===== src/rtl/light_phase_timer.sv =====
// light_phase_timer: per-phase dwell timer that sits upstream of light_controller.
// Counts CLK cycles in the current light phase, issues a single registered advance pulse
// once the dwell is reached, and flags the illegal code 11.
// Optional feature macro: PED_REQ_EN enables the pedestrian green cut.
module light_phase_timer #(
  parameter int unsigned CNT_W         = 8,
  parameter int unsigned RED_CYC       = 20,
  parameter int unsigned GREEN_CYC     = 30,
  parameter int unsigned YELLOW_CYC    = 5,
  parameter int unsigned PED_GREEN_MIN = 10
) (
  input  logic             CLK,
  input  logic             RES,
  input  logic             en,
  input  logic [1:0]       light,
  input  logic             ped_req,
  output logic             adv,
  output logic [CNT_W-1:0] remaining,
  output logic             ped_pending,
  output logic             fault
);

  localparam logic [1:0] LP_RED_CODE   = 2'b00;
  localparam logic [1:0] LP_GREEN_CODE = 2'b01;
  localparam logic [1:0] LP_YEL_CODE   = 2'b10;

  localparam logic [CNT_W-1:0] LP_RED   = CNT_W'(RED_CYC);
  localparam logic [CNT_W-1:0] LP_GREEN = CNT_W'(GREEN_CYC);
  localparam logic [CNT_W-1:0] LP_YEL   = CNT_W'(YELLOW_CYC);
  // Code 11 gets a two-cycle dwell: fault on the sampling edge, adv on the next one.
  localparam logic [CNT_W-1:0] LP_ILL   = CNT_W'(2);
  localparam logic [CNT_W-1:0] LP_MAX   = {CNT_W{1'b1}};

  logic [CNT_W-1:0] r_cnt;
  logic [1:0]       r_prev;
  logic             r_adv;
  logic             r_done;
  logic             r_fault;

  logic             w_chg;
  logic [CNT_W-1:0] w_cnt_d;
  logic             w_hit;
  logic             w_done_live;
  logic             w_adv_d;
  logic             w_done_d;
  logic             w_ped;
  logic             w_ped_d;
  logic [CNT_W:0]   w_deff;

  function automatic logic [CNT_W-1:0] f_dwell(input logic [1:0] code);
    logic [CNT_W-1:0] d;
    case (code)
      LP_RED_CODE:   d = LP_RED;
      LP_GREEN_CODE: d = LP_GREEN;
      LP_YEL_CODE:   d = LP_YEL;
      default:       d = LP_ILL;
    endcase
    return d;
  endfunction

`ifdef PED_REQ_EN
  localparam logic [CNT_W-1:0] LP_PED_MIN = CNT_W'(PED_GREEN_MIN);

  logic r_ped;

  assign w_ped = r_ped;

  // Pending request is sticky outside red and cleared by the first red sample.
  always_comb begin
    w_ped_d = r_ped;
    if (light == LP_RED_CODE) begin
      w_ped_d = 1'b0;
    end else if (ped_req) begin
      w_ped_d = 1'b1;
    end
  end

  // Pedestrian request latch; only advances on enabled edges.
  always_ff @(posedge CLK or posedge RES) begin
    if (RES) begin
      r_ped <= 1'b0;
    end else if (en) begin
      r_ped <= w_ped_d;
    end
  end
`else
  logic w_unused_ped;

  assign w_ped        = 1'b0;
  assign w_ped_d      = 1'b0;
  assign w_unused_ped = ped_req ^ (PED_GREEN_MIN == 0);
`endif

  // Next count, advance decision and done tracking for the edge about to happen.
  always_comb begin
    w_chg = (light != r_prev);
    if (w_chg) begin
      w_cnt_d = CNT_W'(1);
    end else if (r_cnt == LP_MAX) begin
      w_cnt_d = r_cnt;
    end else begin
      w_cnt_d = r_cnt + CNT_W'(1);
    end
    w_hit = (w_cnt_d == f_dwell(light));
`ifdef PED_REQ_EN
    // Pending pedestrian: green ends at the later of PED_GREEN_MIN and the next cycle.
    if ((light == LP_GREEN_CODE) && w_ped && (w_cnt_d >= LP_PED_MIN)) begin
      w_hit = 1'b1;
    end
`endif
    w_done_live = r_done && !w_chg;
    w_adv_d     = w_hit && !w_done_live;
    w_done_d    = w_done_live || w_adv_d;
  end

  // Phase counter, advance pulse and fault flag; en=0 freezes everything but drops adv.
  always_ff @(posedge CLK or posedge RES) begin
    if (RES) begin
      r_cnt   <= '0;
      r_prev  <= LP_RED_CODE;
      r_adv   <= 1'b0;
      r_done  <= 1'b0;
      r_fault <= 1'b0;
    end else if (en) begin
      r_cnt   <= w_cnt_d;
      r_prev  <= light;
      r_adv   <= w_adv_d;
      r_done  <= w_done_d;
      r_fault <= (light == 2'b11);
    end else begin
      r_adv   <= 1'b0;
    end
  end

  // Cycles left in the counted phase, using the pedestrian-shortened dwell when it applies.
  always_comb begin
    w_deff = {1'b0, f_dwell(r_prev)};
`ifdef PED_REQ_EN
    if ((r_prev == LP_GREEN_CODE) && w_ped) begin
      if (r_cnt < LP_PED_MIN) begin
        w_deff = {1'b0, LP_PED_MIN};
      end else begin
        // One bit wider so cnt+1 cannot wrap at saturation.
        w_deff = {1'b0, r_cnt} + (CNT_W+1)'(1);
      end
    end
`endif
    remaining = '0;
    if (!r_done && ({1'b0, r_cnt} <= w_deff)) begin
      remaining = CNT_W'(w_deff - {1'b0, r_cnt});
    end
  end

  assign adv         = r_adv;
  assign fault       = r_fault;
  assign ped_pending = w_ped;

endmodule


===== config.mk =====
export PLATFORM = sky130hd
export DESIGN_NAME = light_phase_timer
export DESIGN_NICKNAME = d
export VERILOG_FILES = /design/src/rtl/light_phase_timer.sv
export SDC_FILE = /design/constraint.sdc
export NUM_CORES = 1
export LEC_CHECK = 0
export BUFFER_PORTS_ARGS = -buffer_cell sky130_fd_sc_hd__buf_2
export CAP_MARGIN = 20
export CORE_ASPECT_RATIO = 0.7
export CORE_MARGIN = 3
export CORE_UTILIZATION = 40
export DETAILED_ROUTE_END_ITERATION = 16
export SYNTH_ARGS = -nofsm -noshare
export SYNTH_HDL_FRONTEND = slang
export SYNTH_SLANG_ARGS = --single-unit

===== constraint.sdc =====
create_clock -name CLK -period 2.8 [get_ports CLK]
set_input_delay 0.42 -clock CLK [delete_from_list [all_inputs] [get_ports CLK]]
set_output_delay 0.42 -clock CLK [all_outputs]
set_load 0.02 [all_outputs]

**Word-level counts from Yosys, hierarchy flattened**

Index checks and enable logic that the tools add are counted.

- Bits in registers: 13
- Input bits: 6
- Output and inout port bits: 11
- Word-level logic and storage cells: 31

- Equal/unequal tests: 8
- Multiplexer cells: 6
- Order comparisons: 1
- Reduce and logical (&&, ||, !) cells: 9
- Add/subtract/negate cells: 2

Operators with widths:

| cell | count |
|---|---|
| $pmux 5 s3 | 2 |
| $mux 8 | 3 |
| $add 8x1->8 const B | 1 |
| $eq 8x8->1 | 1 |
| $eq 8x8->1 const B | 1 |
| $le 8x8->1 | 1 |
| $sub 8x8->8 | 1 |
| $eq 2x2->1 const B | 3 |
| $eq 2x1->1 const B | 2 |
| $logic_not 2->1 | 2 |
| $logic_and 1x1->1 | 3 |
| $logic_not 1->1 | 3 |
| $ne 2x2->1 | 1 |
| $logic_or 1x1->1 | 1 |
| $mux 1 | 1 |

**Longest topological paths before layout**

Gate-level depths: netlist (run 1).

- Depth in word-level cells: 6
- Depth in mapped cells: 10
- Mapped depth without buffers: 10

**Worst setup path before layout (run 1)**

OpenSTA, ideal clock, no wires.

- Path kind: reg2out
- From: register r_prev[0]
- To: output port remaining[3]
- Data arrival time: 2300 ps
- Buffers on the path: 0
- Cell stages (with the launch flop): 11
- Path slack: 80 ps
- Cells stage by stage: dfrtp_1 -> or2b_1 -> ha_1 -> inv_1 -> fa_1 -> a21oi_1 -> o21bai_1 -> a21oi_1 -> nor2_1 -> o21ai_1 -> nor3_1

- Word-level cells in the longest chain between the ends: 5
- Elaborated cells between the ends (all ways): 8

RTL lines:

| what | RTL line | source |
|---|---|---|
| from (decl) | 35 | `logic [1:0] r_prev;` |
| from (signal assigned) | 126 | `r_prev <= light;` |
| $eq 2x2->1 (tied with other cells) | 52 | `case (code)` |
| $pmux 5 s3 * | 52 |  |
| $le 8x8->1 | 149 | `if (!r_done && ({1'b0, r_cnt} <= w_deff)) begin` |
| $logic_and 1x1->1 | 149 |  |
| $mux 8 * | 149 |  |
| to (decl) | 18 | `output logic [CNT_W-1:0] remaining,` |

Mark *: on every way between the ends. The rest lies on a longest branch, timed or not.

**Worst setup path after layout (run 1)**

- From: register r_prev[0]
- To: output port remaining[6]

Same word-level chain as after synthesis.

==> results of run 1 <==
## Yosys cell counts, types with 2 or more instances
cell	number
nor2_1	18
a21oi_1	13
dfrtp_1	13
inv_1	12
nand2_1	9
o21ai_0	7
ha_1	6
nand3_1	5
buf_2	4
nor3_1	4
a31oi_1	3
nand4_1	3
xnor2_1	3
and2b_2	2
and3_1	2
buf_4	2
buf_6	2
clkbuf_1	2
mux2_2	2
nor4_1	2
o211ai_1	2
o21a_1	2
o21ai_1	2
o221ai_1	2
o31a_1	2
## metrics by stage
stage	hold WS (ns)	power (mW)	setup TNS, ns	cell area (µm²)
3_3_place_gp	0.4665	0.5246	0	1284
6_report	0.2027	0.7594	-0.02144	1398
2_1_floorplan	0.2970	0.4482	0	1199
4_1_cts	0.2359	0.7432	0	1379
5_1_grt	0.2531	0.8074	-0.9861	1398
3_5_place_dp	0.4663	0.5366	0	1284
## final cells by class
cell class,count,area (µm²),share of cell area
Clock inverter,1,5.005,0.003581
Multi-Input combinational cell,113,779.5,0.5577
Sequential cell,13,325.3,0.2328
Tap cell,34,42.54,0.03044
Clock buffer,3,41.29,0.02954
Inverter,12,45.04,0.03223
Timing Repair Buffer,23,158.9,0.1137
## layer usage
layer	vias to the layer above	GRT usage	part of all wire
li1	565	-	-
met2	72	0.2774	0.43
met1	538	0.2606	0.46
met4	0	0.01250	0.0096
met3	4	0.04826	0.094
met5	-	0	0
## power breakdown
group	internal (mW)	switching [mW]	leakage, nW
sequential	0.201	0.0107	0.171
clock	0.0985	0.0758	0.0255
combinational	0.157	0.217	0.416
total	0.456	0.303	0.613
## logic make-up after synthesis
| kind of cell | synth area share |
|---|---|
| mux | 0.01879 |
| xor+xnor | 0.05638 |
| flops | 0.2714 |
| other cells | 0.003129 |
| compound gates | 0.2380 |
| fa+ha+maj | 0.07933 |
| simple gates | 0.2411 |
| buf+inv | 0.09185 |
## how the worst max path moves through the flow
stage | slack, ns | from | to
finish | -0.02 | r_prev[0]$_DFFE_PP0P_ | remaining[6]
global route | -0.17 | r_prev[0]$_DFFE_PP0P_ | remaining[6]
CTS | 0.007 | r_prev[1]$_DFFE_PP0P_ | remaining[5]
detailed placement | 0.13 | r_prev[0]$_DFFE_PP0P_ | remaining[3]
global placement | 0.21 | r_prev[0]$_DFFE_PP0P_ | remaining[3]
floorplan | 0.08 | r_prev[0]$_DFFE_PP0P_ | remaining[3]
## flip-flops by register name, summed over array words and instances, names as in the netlist
signal	flops
adv	1
fault	1
r_cnt	8
r_done	1
r_prev	2
## repair_timing
item | 4_1_cts | 5_1_grt
endpoints found under the hold margin | 0 | 0
hold buffers | 0 | 0
setup buffers | 3 | 1
pin swaps | 8 | 3
resized for setup | 10 | 4
endpoints found under the setup margin | 8 | 8
## worst register-to-register path, stage by stage, from the launching register on
cell and delay, ns:
dfrtp_1 0.40, buf_4 0.18, ha_1 0.31, and3_1 0.30
a211oi_1 0.31, xnor2_1 0.19, o221ai_1 0.16, a221oi_2 0.22
a21boi_1 0.19
==> flow_summary.ini, run 1 <==
[status]
status = complete, but fails checks
failed_checks = negative setup slack

[layout]
diodes = 0
n_fill_cell = 257
syn_to_final_growth_pct = 16.60
postLayoutCoreUtil = 0.5281
final_cells = 199
final_layout_size_suffix_gt1_frac = 0.2788
final_common_cell = nor2_1
nNetsFinal = 179
mostFrequentLayoutCells = nor2_1, buf_4, dfrtp_1

[route]
via_per_inst = 5.925
postRouteAntennaNets = 0
routed_wl_um = 3236
drt_iter0_markers = 133
drc_errors = 0
via_count = 1179
wl_per_cell_um = 16.26
dr.pass1.iters = 5

[sta]
finalClockSkew_ns = 0.001577
slew_headroom = 0.6431
final_max_slew_viol_count = 0
fmax_ghz = 0.3544
min_period_ns = 2.821
setup_slack_ns = -0.02144
setup_viol = 1
hold_viol = 0
tightest_slew_ns = 0.5347
rsz0062_at_grt = true
fin_crit_sh = 1.008

[grt]
grt_overflow = 0
grt_util_all_layers = 0.1796
grt_pass1_wl_um = 5133
grt_pass1_vias = 1045
grt_start_max_net_pins = 23
antenna_found_initial = 0

[yosys]
synth_edf_count = 0
yosys_register_bits = 13
synth-main-ff-cell = dfrtp_1
syn_area_um2 = 1199
ys_warn_count = 0
synth_top_cell_by_area = dfrtp_1
ys_async_sr_fraction = 1.000
avgSynthCellArea_um2 = 8.099
netlist.area_leader.share = 0.2714
syn_inst = 148
ys_types = 49
synth_nets = 161
netlist_top_cells_area = dfrtp_1, ha_1, nor2_1, a21oi_1, inv_1
yosysSeqAreaShare = 0.2714

[placed_design]
port_buffers = 14
place_ws_ns = 0.1288
dp_hpwl_um = 2389
gp_congestion = 0.8630
dpl.cell_count = 191

[setup_path]
rrSetupSlack_ns = 0.45
end_kind = primary output
path_depth = 12
criticalPathCategory = register to primary output
crit_chain = or2b_1, ha_2, inv_2, fa_2, a21oi_2, o21bai_1, a21oi_1, nor2_1, o21ai_1, buf_4, nor2_1, buf_4
reg2reg_depth = 8
slowest_stage = dfrtp_1
timing.rr.end = adv$_DFF_PP0_
worst-endpoint-required_ns = 2.38
cp.arrival_ns = 2.40
cp_num_buf_inv = 3
path_max_fanout = 8
r2r_start = r_cnt[0]$_DFFE_PP0P_
critPathTopFamily = simple AND/OR/NAND/NOR gates
slowest_delay_ns = 0.37
startpoint_type = register

[clock_tree]
cts_max_level = 1
cts_buffer_depth = 2
tritoncts = yes
cts.sinks = 13
clock_latency_ns = 0.25
numCtsBuffers = 3
clk_pin_slew_ns = 0.06
cts-root-buf = clkbuf_8

[die]
start_util = 0.4530
die_height_um = 51.80
coreArea_um2 = 2646
die_w_um = 71.43
num_rows = 15
die_area_um2 = 3700
ios = 17

[worst_hold_path]
hp-class = input port to async pin

[power_and_ir_drop]
vdd_ir_drop_max_v = 0.0002548
p_leak_nw = 0.6125
power.density_nw_per_um2 = 543.4

[flow_run]
maxCapViolCount = 0
No activity file was read; power rests on OpenSTA's default activity.
==> run 2, diff against run 1 <==
--- a/config.mk
+++ b/config.mk
@@ -12,2 +12,3 @@
 export CORE_UTILIZATION = 40
+export CTS_BUF_LIST = sky130_fd_sc_hd__clkbuf_2
 export DETAILED_ROUTE_END_ITERATION = 16
==> constraint.sdc (replaced) <==
create_clock -name CLK -period 2.8 [get_ports CLK]
set_input_delay 0.56 -clock CLK [delete_from_list [all_inputs] [get_ports CLK]]
set_output_delay 0.56 -clock CLK [all_outputs]
set_load 0.02 [all_outputs]
==> flow_summary.ini, run 2 (same netlist as run 1, synthesis figures left out) <==
[route]
wl_per_cell_um = 16.13
postRouteAntennaNets = 0
drt_iter0_markers = 91
drc_errors = 0
via_per_inst = 5.805
via_count = 1161
routed_wl_um = 3225
dr.pass1.iters = 4

[layout]
reg.largest.list = r_cnt x8, r_prev x2
final_cells = 200
postLayoutCoreUtil = 0.5215
final_layout_size_suffix_gt1_frac = 0.2892
diodes = 0
mostFrequentLayoutCells = nor2_1, dfrtp_1, buf_4
stdcell_area_um2 = 1380
final_common_cell = nor2_1
nNetsFinal = 180
largest_reg_flops = 8
syn_to_final_growth_pct = 15.14
largest-register = r_cnt
n_fill_cell = 243

[clock_tree]
cts_max_level = 1
clock_latency_ns = 0.29
tritoncts = yes
cts-root-buf = clkbuf_2
hold_buffers = 0
numCtsBuffers = 3
cts_buffer_depth = 2
cts.sinks = 13
clk_pin_slew_ns = 0.15

[die]
die_height_um = 51.80
coreArea_um2 = 2646
die_w_um = 71.43
ios = 17
start_util = 0.4530
die_area_um2 = 3700
num_rows = 15

[setup_path]
criticalPathCategory = register to primary output
end_kind = primary output
path_max_fanout = 8
startpoint_type = register
r2r_start = r_cnt[0]$_DFFE_PP0P_
critPathLaunch = r_prev[1]$_DFFE_PP0P_
cp.arrival_ns = 2.51
worst-endpoint-required_ns = 2.24

[status]
failed_checks = negative setup slack
status = complete, but fails checks

[sta]
setup_viol = 8
hold_viol = 0
finalClockSkew_ns = 0.01536
tightest_slew_ns = 0.5442
slew_headroom = 0.6368
fmax_ghz = 0.3257
min_period_ns = 3.070
setup_tns_ns = -2.090
fin_crit_sh = 1.096
rsz0062_at_grt = true
holdWs_ns = 0.2774
setup_slack_ns = -0.2699
final_max_slew_viol_count = 0

[power_and_ir_drop]
total_power_mw = 0.6793
power.density_nw_per_um2 = 492.2
vdd_ir_drop_max_v = 0.0002922
p_leak_nw = 0.6089

[grt]
grt_pass1_wl_um = 5223
grt_start_max_net_pins = 23
grt_use_met1 = 0.2604
use_met2 = 0.2744
grt_util_all_layers = 0.1823
antenna_found_initial = 0
grt_busiest_layer = met2
grt_overflow = 0
grt_pass1_vias = 1121
use_met3 = 0.05019

[placed_design]
gp_congestion = 0.8814
dpl.cell_count = 192
dpl_cell_area_um2 = 1296
dp_hpwl_um = 2347
port_buffers = 14
place_ws_ns = -0.02661

[flow_run]
maxCapViolCount = 0

[worst_hold_path]
hp-class = input port to async pin
run 2: cell types whose count changed in the layout (fill, tap and decap cells not counted):
cell,change
clkbuf_2,+3
clkbuf_8,-3
buf_2,+2
buf_4,-2
buf_6,+1
nor2_1,-1
nor2_2,+1
run 2: repair_timing:
action	in CTS	in global routing
setup buffers	4	0
setup endpoints to repair	8	8
pin swaps	9	2
gates resized for setup	12	1
run 2: area by class of cell:
class | count | area (µm²) | area share
clock buffers | 3 | 15.01 | 0.01088
well taps | 34 | 42.54 | 0.03083
inverters | 12 | 45.04 | 0.03264
clock inverters | 1 | 5.005 | 0.003626
flip-flops and latches | 13 | 325.3 | 0.2357
multi-input cells | 113 | 782.0 | 0.5666
repair buffers | 24 | 165.2 | 0.1197
run 2: worst max-delay path: stages, from the launching register on:
cell,delay (ns)
dfrtp_1,0.40
or2b_1,0.19
ha_2,0.19
inv_2,0.04
fa_2,0.37
a21oi_2,0.14
o21bai_1,0.11
a21oi_1,0.16
nor2_1,0.07
o21ai_1,0.13
buf_4,0.19
nor3_2,0.06
buf_4,0.16
run 2: path summary, 6_finish.rpt:
| path | end | slack (ns) | depth (start not counted) |
|---|---|---|---|
| worst min-delay path | r_done$_DFFE_PP0P_ | 0.28 | 2 |
| worst max register to register | adv$_DFF_PP0_ | 0.45 | 8 |
| max in group asynchronous | r_cnt[1]$_DFFE_PP0P_ | 2.15 | 2 |
| worst min register to register | adv$_DFF_PP0_ | 0.49 | 1 |
| worst max-delay path | remaining[3] | -0.27 | 12 |
| min in group CLK | adv$_DFF_PP0_ | 0.49 | 1 |
run 2: power by group:
part           leakage, nW  switching [mW]  total [mW]  internal [mW]
logic                0.421           0.216       0.366          0.150
registers            0.171          0.0107       0.211          0.200
clock network       0.0164          0.0696       0.102         0.0323
run 2: layer usage:
layer	share of wire	vias to the layer above	wire length [µm]
li1	-	561	-
met1	0.51	547	1646
met4	0.012	0	40
met2	0.40	47	1300
met5	0	-	0
met3	0.073	6	237
==> run 3, diff against run 2 <==
- CORE_UTILIZATION: 40 -> 30
- TNS_END_PERCENT: unset -> 30
==> flow_summary.ini, run 3 (same netlist as run 1, synthesis figures left out) <==
[status]
status = complete, but fails checks
failed_checks = negative setup slack

[die]
die_area_um2 = 4802
die_height_um = 58.89
die_w_um = 81.55
ios = 17
start_util = 0.3265
coreArea_um2 = 3671
num_rows = 18

[setup_path]
end_kind = primary output
crit_top_cell = buf_4
worst-endpoint-required_ns = 2.24
critPathTopFamily = adder cells
crit_chain = or2b_1, ha_2, inv_2, fa_2, a21oi_2, o21bai_1, a21oi_1, nor2_1, o21ai_1, buf_4, nor3_2, buf_4
startpoint_type = register
criticalPathCategory = register to primary output
slowest_delay_ns = 0.40
slowest_stage = dfrtp_1
cp_num_buf_inv = 3
path_max_fanout = 8
cp.arrival_ns = 2.43

[route]
via_per_inst = 5.281
postRouteAntennaNets = 0
routed_wl_um = 3058
via_count = 1146
dr.pass1.iters = 4
wl_met3_um = 230
drt_iter0_markers = 171
wl_per_cell_um = 14.09
drc_errors = 0
topRoutingLayerUsed = met4
m1WireLength_um = 1482
wl_met2_um = 1319

[layout]
final_cells = 217
n_fill_cell = 378
largest-register = r_cnt
postLayoutCoreUtil = 0.3858
mostFrequentLayoutCells = nor2_1, buf_4, dfrtp_1
largest_reg_flops = 8
nNetsFinal = 181
reg.largest.list = r_cnt x8, r_prev x2
stdcell_area_um2 = 1416
final_layout_size_suffix_gt1_frac = 0.2994
diodes = 0
syn_to_final_growth_pct = 18.16
final_common_cell = nor2_1

[power_and_ir_drop]
power.density_nw_per_um2 = 488.3
power_frac_seq = 0.306
pwr-share-clk = 0.155
p_leak_nw = 0.6123
p_sw_mw = 0.2973
p_comb_frac = 0.539
p_sw_frac = 0.4298
intPower_mw = 0.3943
vdd_ir_drop_max_v = 0.0002253

[sta]
finalClockSkew_ns = 0.004908
fin_crit_sh = 1.069
setup_slack_ns = -0.1946
final_max_slew_viol_count = 0
rsz0062_at_grt = true
min_period_ns = 2.995
tightest_slew_ns = 0.5331
setup_viol = 8
fmax_ghz = 0.3339
slew_headroom = 0.6442
hold_viol = 0
setup_tns_ns = -1.474

[clock_tree]
cts-root-buf = clkbuf_2
cts_max_level = 1
cts.sinks = 13
tritoncts = yes
numCtsBuffers = 3
hold_buffers = 0
clk_pin_slew_ns = 0.15
cts_buffer_depth = 2
clock_latency_ns = 0.30

[placed_design]
port_buffers = 14
dpl_cell_area_um2 = 1309
place_ws_ns = 0.01025
dpl.cell_count = 207
dp_hpwl_um = 2238
gp_congestion = 0.9188

[grt]
antenna_found_initial = 0
grt_start_max_net_pins = 23
grt_pass1_wl_um = 5278
grt_util_all_layers = 0.1436
grt_overflow = 0
grt_pass1_vias = 1073

[flow_run]
maxCapViolCount = 0

[worst_hold_path]
hp-class = input port to async pin
-- run 3: cell types whose count changed in the layout (fill, tap and decap cells not counted) --
cell   previous run  this run
buf_4            13        15
buf_6             2         1
ha_4              0         1
ha_1              5         4
-- run 3: timing repair --
action	CTS	global route
endpoints found under the hold margin	0	0
buffers inserted	4	2
pin swaps	8	5
resized for setup	9	4
setup endpoints to repair	8	8
-- run 3: power groups by stage --
stage	registers [mW]	clock network [mW]	logic, mW
4_1_cts	0.211	0.108	0.353
3_5_place_dp	0.215	0	0.320
3_3_place_gp	0.214	0	0.311
2_1_floorplan	0.217	0	0.234
5_1_grt	0.213	0.122	0.412
6_report	0.212	0.107	0.373
-- run 3: worst register-to-register path, cell delays in order (launching register included) --
cell,delay [ns]
dfrtp_1,0.42
buf_4,0.18
ha_1,0.30
and3_1,0.31
a211oi_1,0.32
xnor2_1,0.20
o221ai_1,0.17
a221oi_2,0.23
a21boi_1,0.22
-- run 3: final timing paths --
check                                 startpoint              endpoint  slack [ns]  depth (start not counted)
max in group asynchronous                    RES  r_cnt[6]$_DFFE_PP0P_        2.18                          2
max                        r_prev[1]$_DFFE_PP0P_          remaining[3]       -0.19                         12
min                                          RES  r_cnt[3]$_DFFE_PP0P_        0.27                          2
max reg2reg                 r_cnt[0]$_DFFE_PP0P_         adv$_DFF_PP0_        0.38                          8
min reg2reg                   r_done$_DFFE_PP0P_         adv$_DFF_PP0_        0.50                          1
min in group CLK              r_done$_DFFE_PP0P_         adv$_DFF_PP0_        0.50                          1
-- run 3: routing by layer --
layer  vias up  track usage
met5         -            0
met4         0      0.03855
met3         5      0.03211
met2        41       0.2146
met1       539       0.2081
li1        561            -
-- run 3: layout make-up --
type	instances	area [µm²]	area share
sequential	13	325.3	0.2297
clock inverter	1	5.005	0.003534
tap	50	62.56	0.04417
timing repair buffer	25	168.9	0.1193
multi-input combinational	113	794.5	0.5610
clock buffer	3	15.01	0.01060
inverter	12	45.04	0.03180
-- run 3: stage by stage --
| step | hold slack [ns] | power, mW |
|---|---|---|
| 5_1_grt | 0.2748 | 0.7470 |
| 3_5_place_dp | 0.4754 | 0.5345 |
| 6_report | 0.2662 | 0.6916 |
| 3_3_place_gp | 0.4720 | 0.5253 |
| 4_1_cts | 0.2831 | 0.6727 |
| 2_1_floorplan | 0.4370 | 0.4507 |
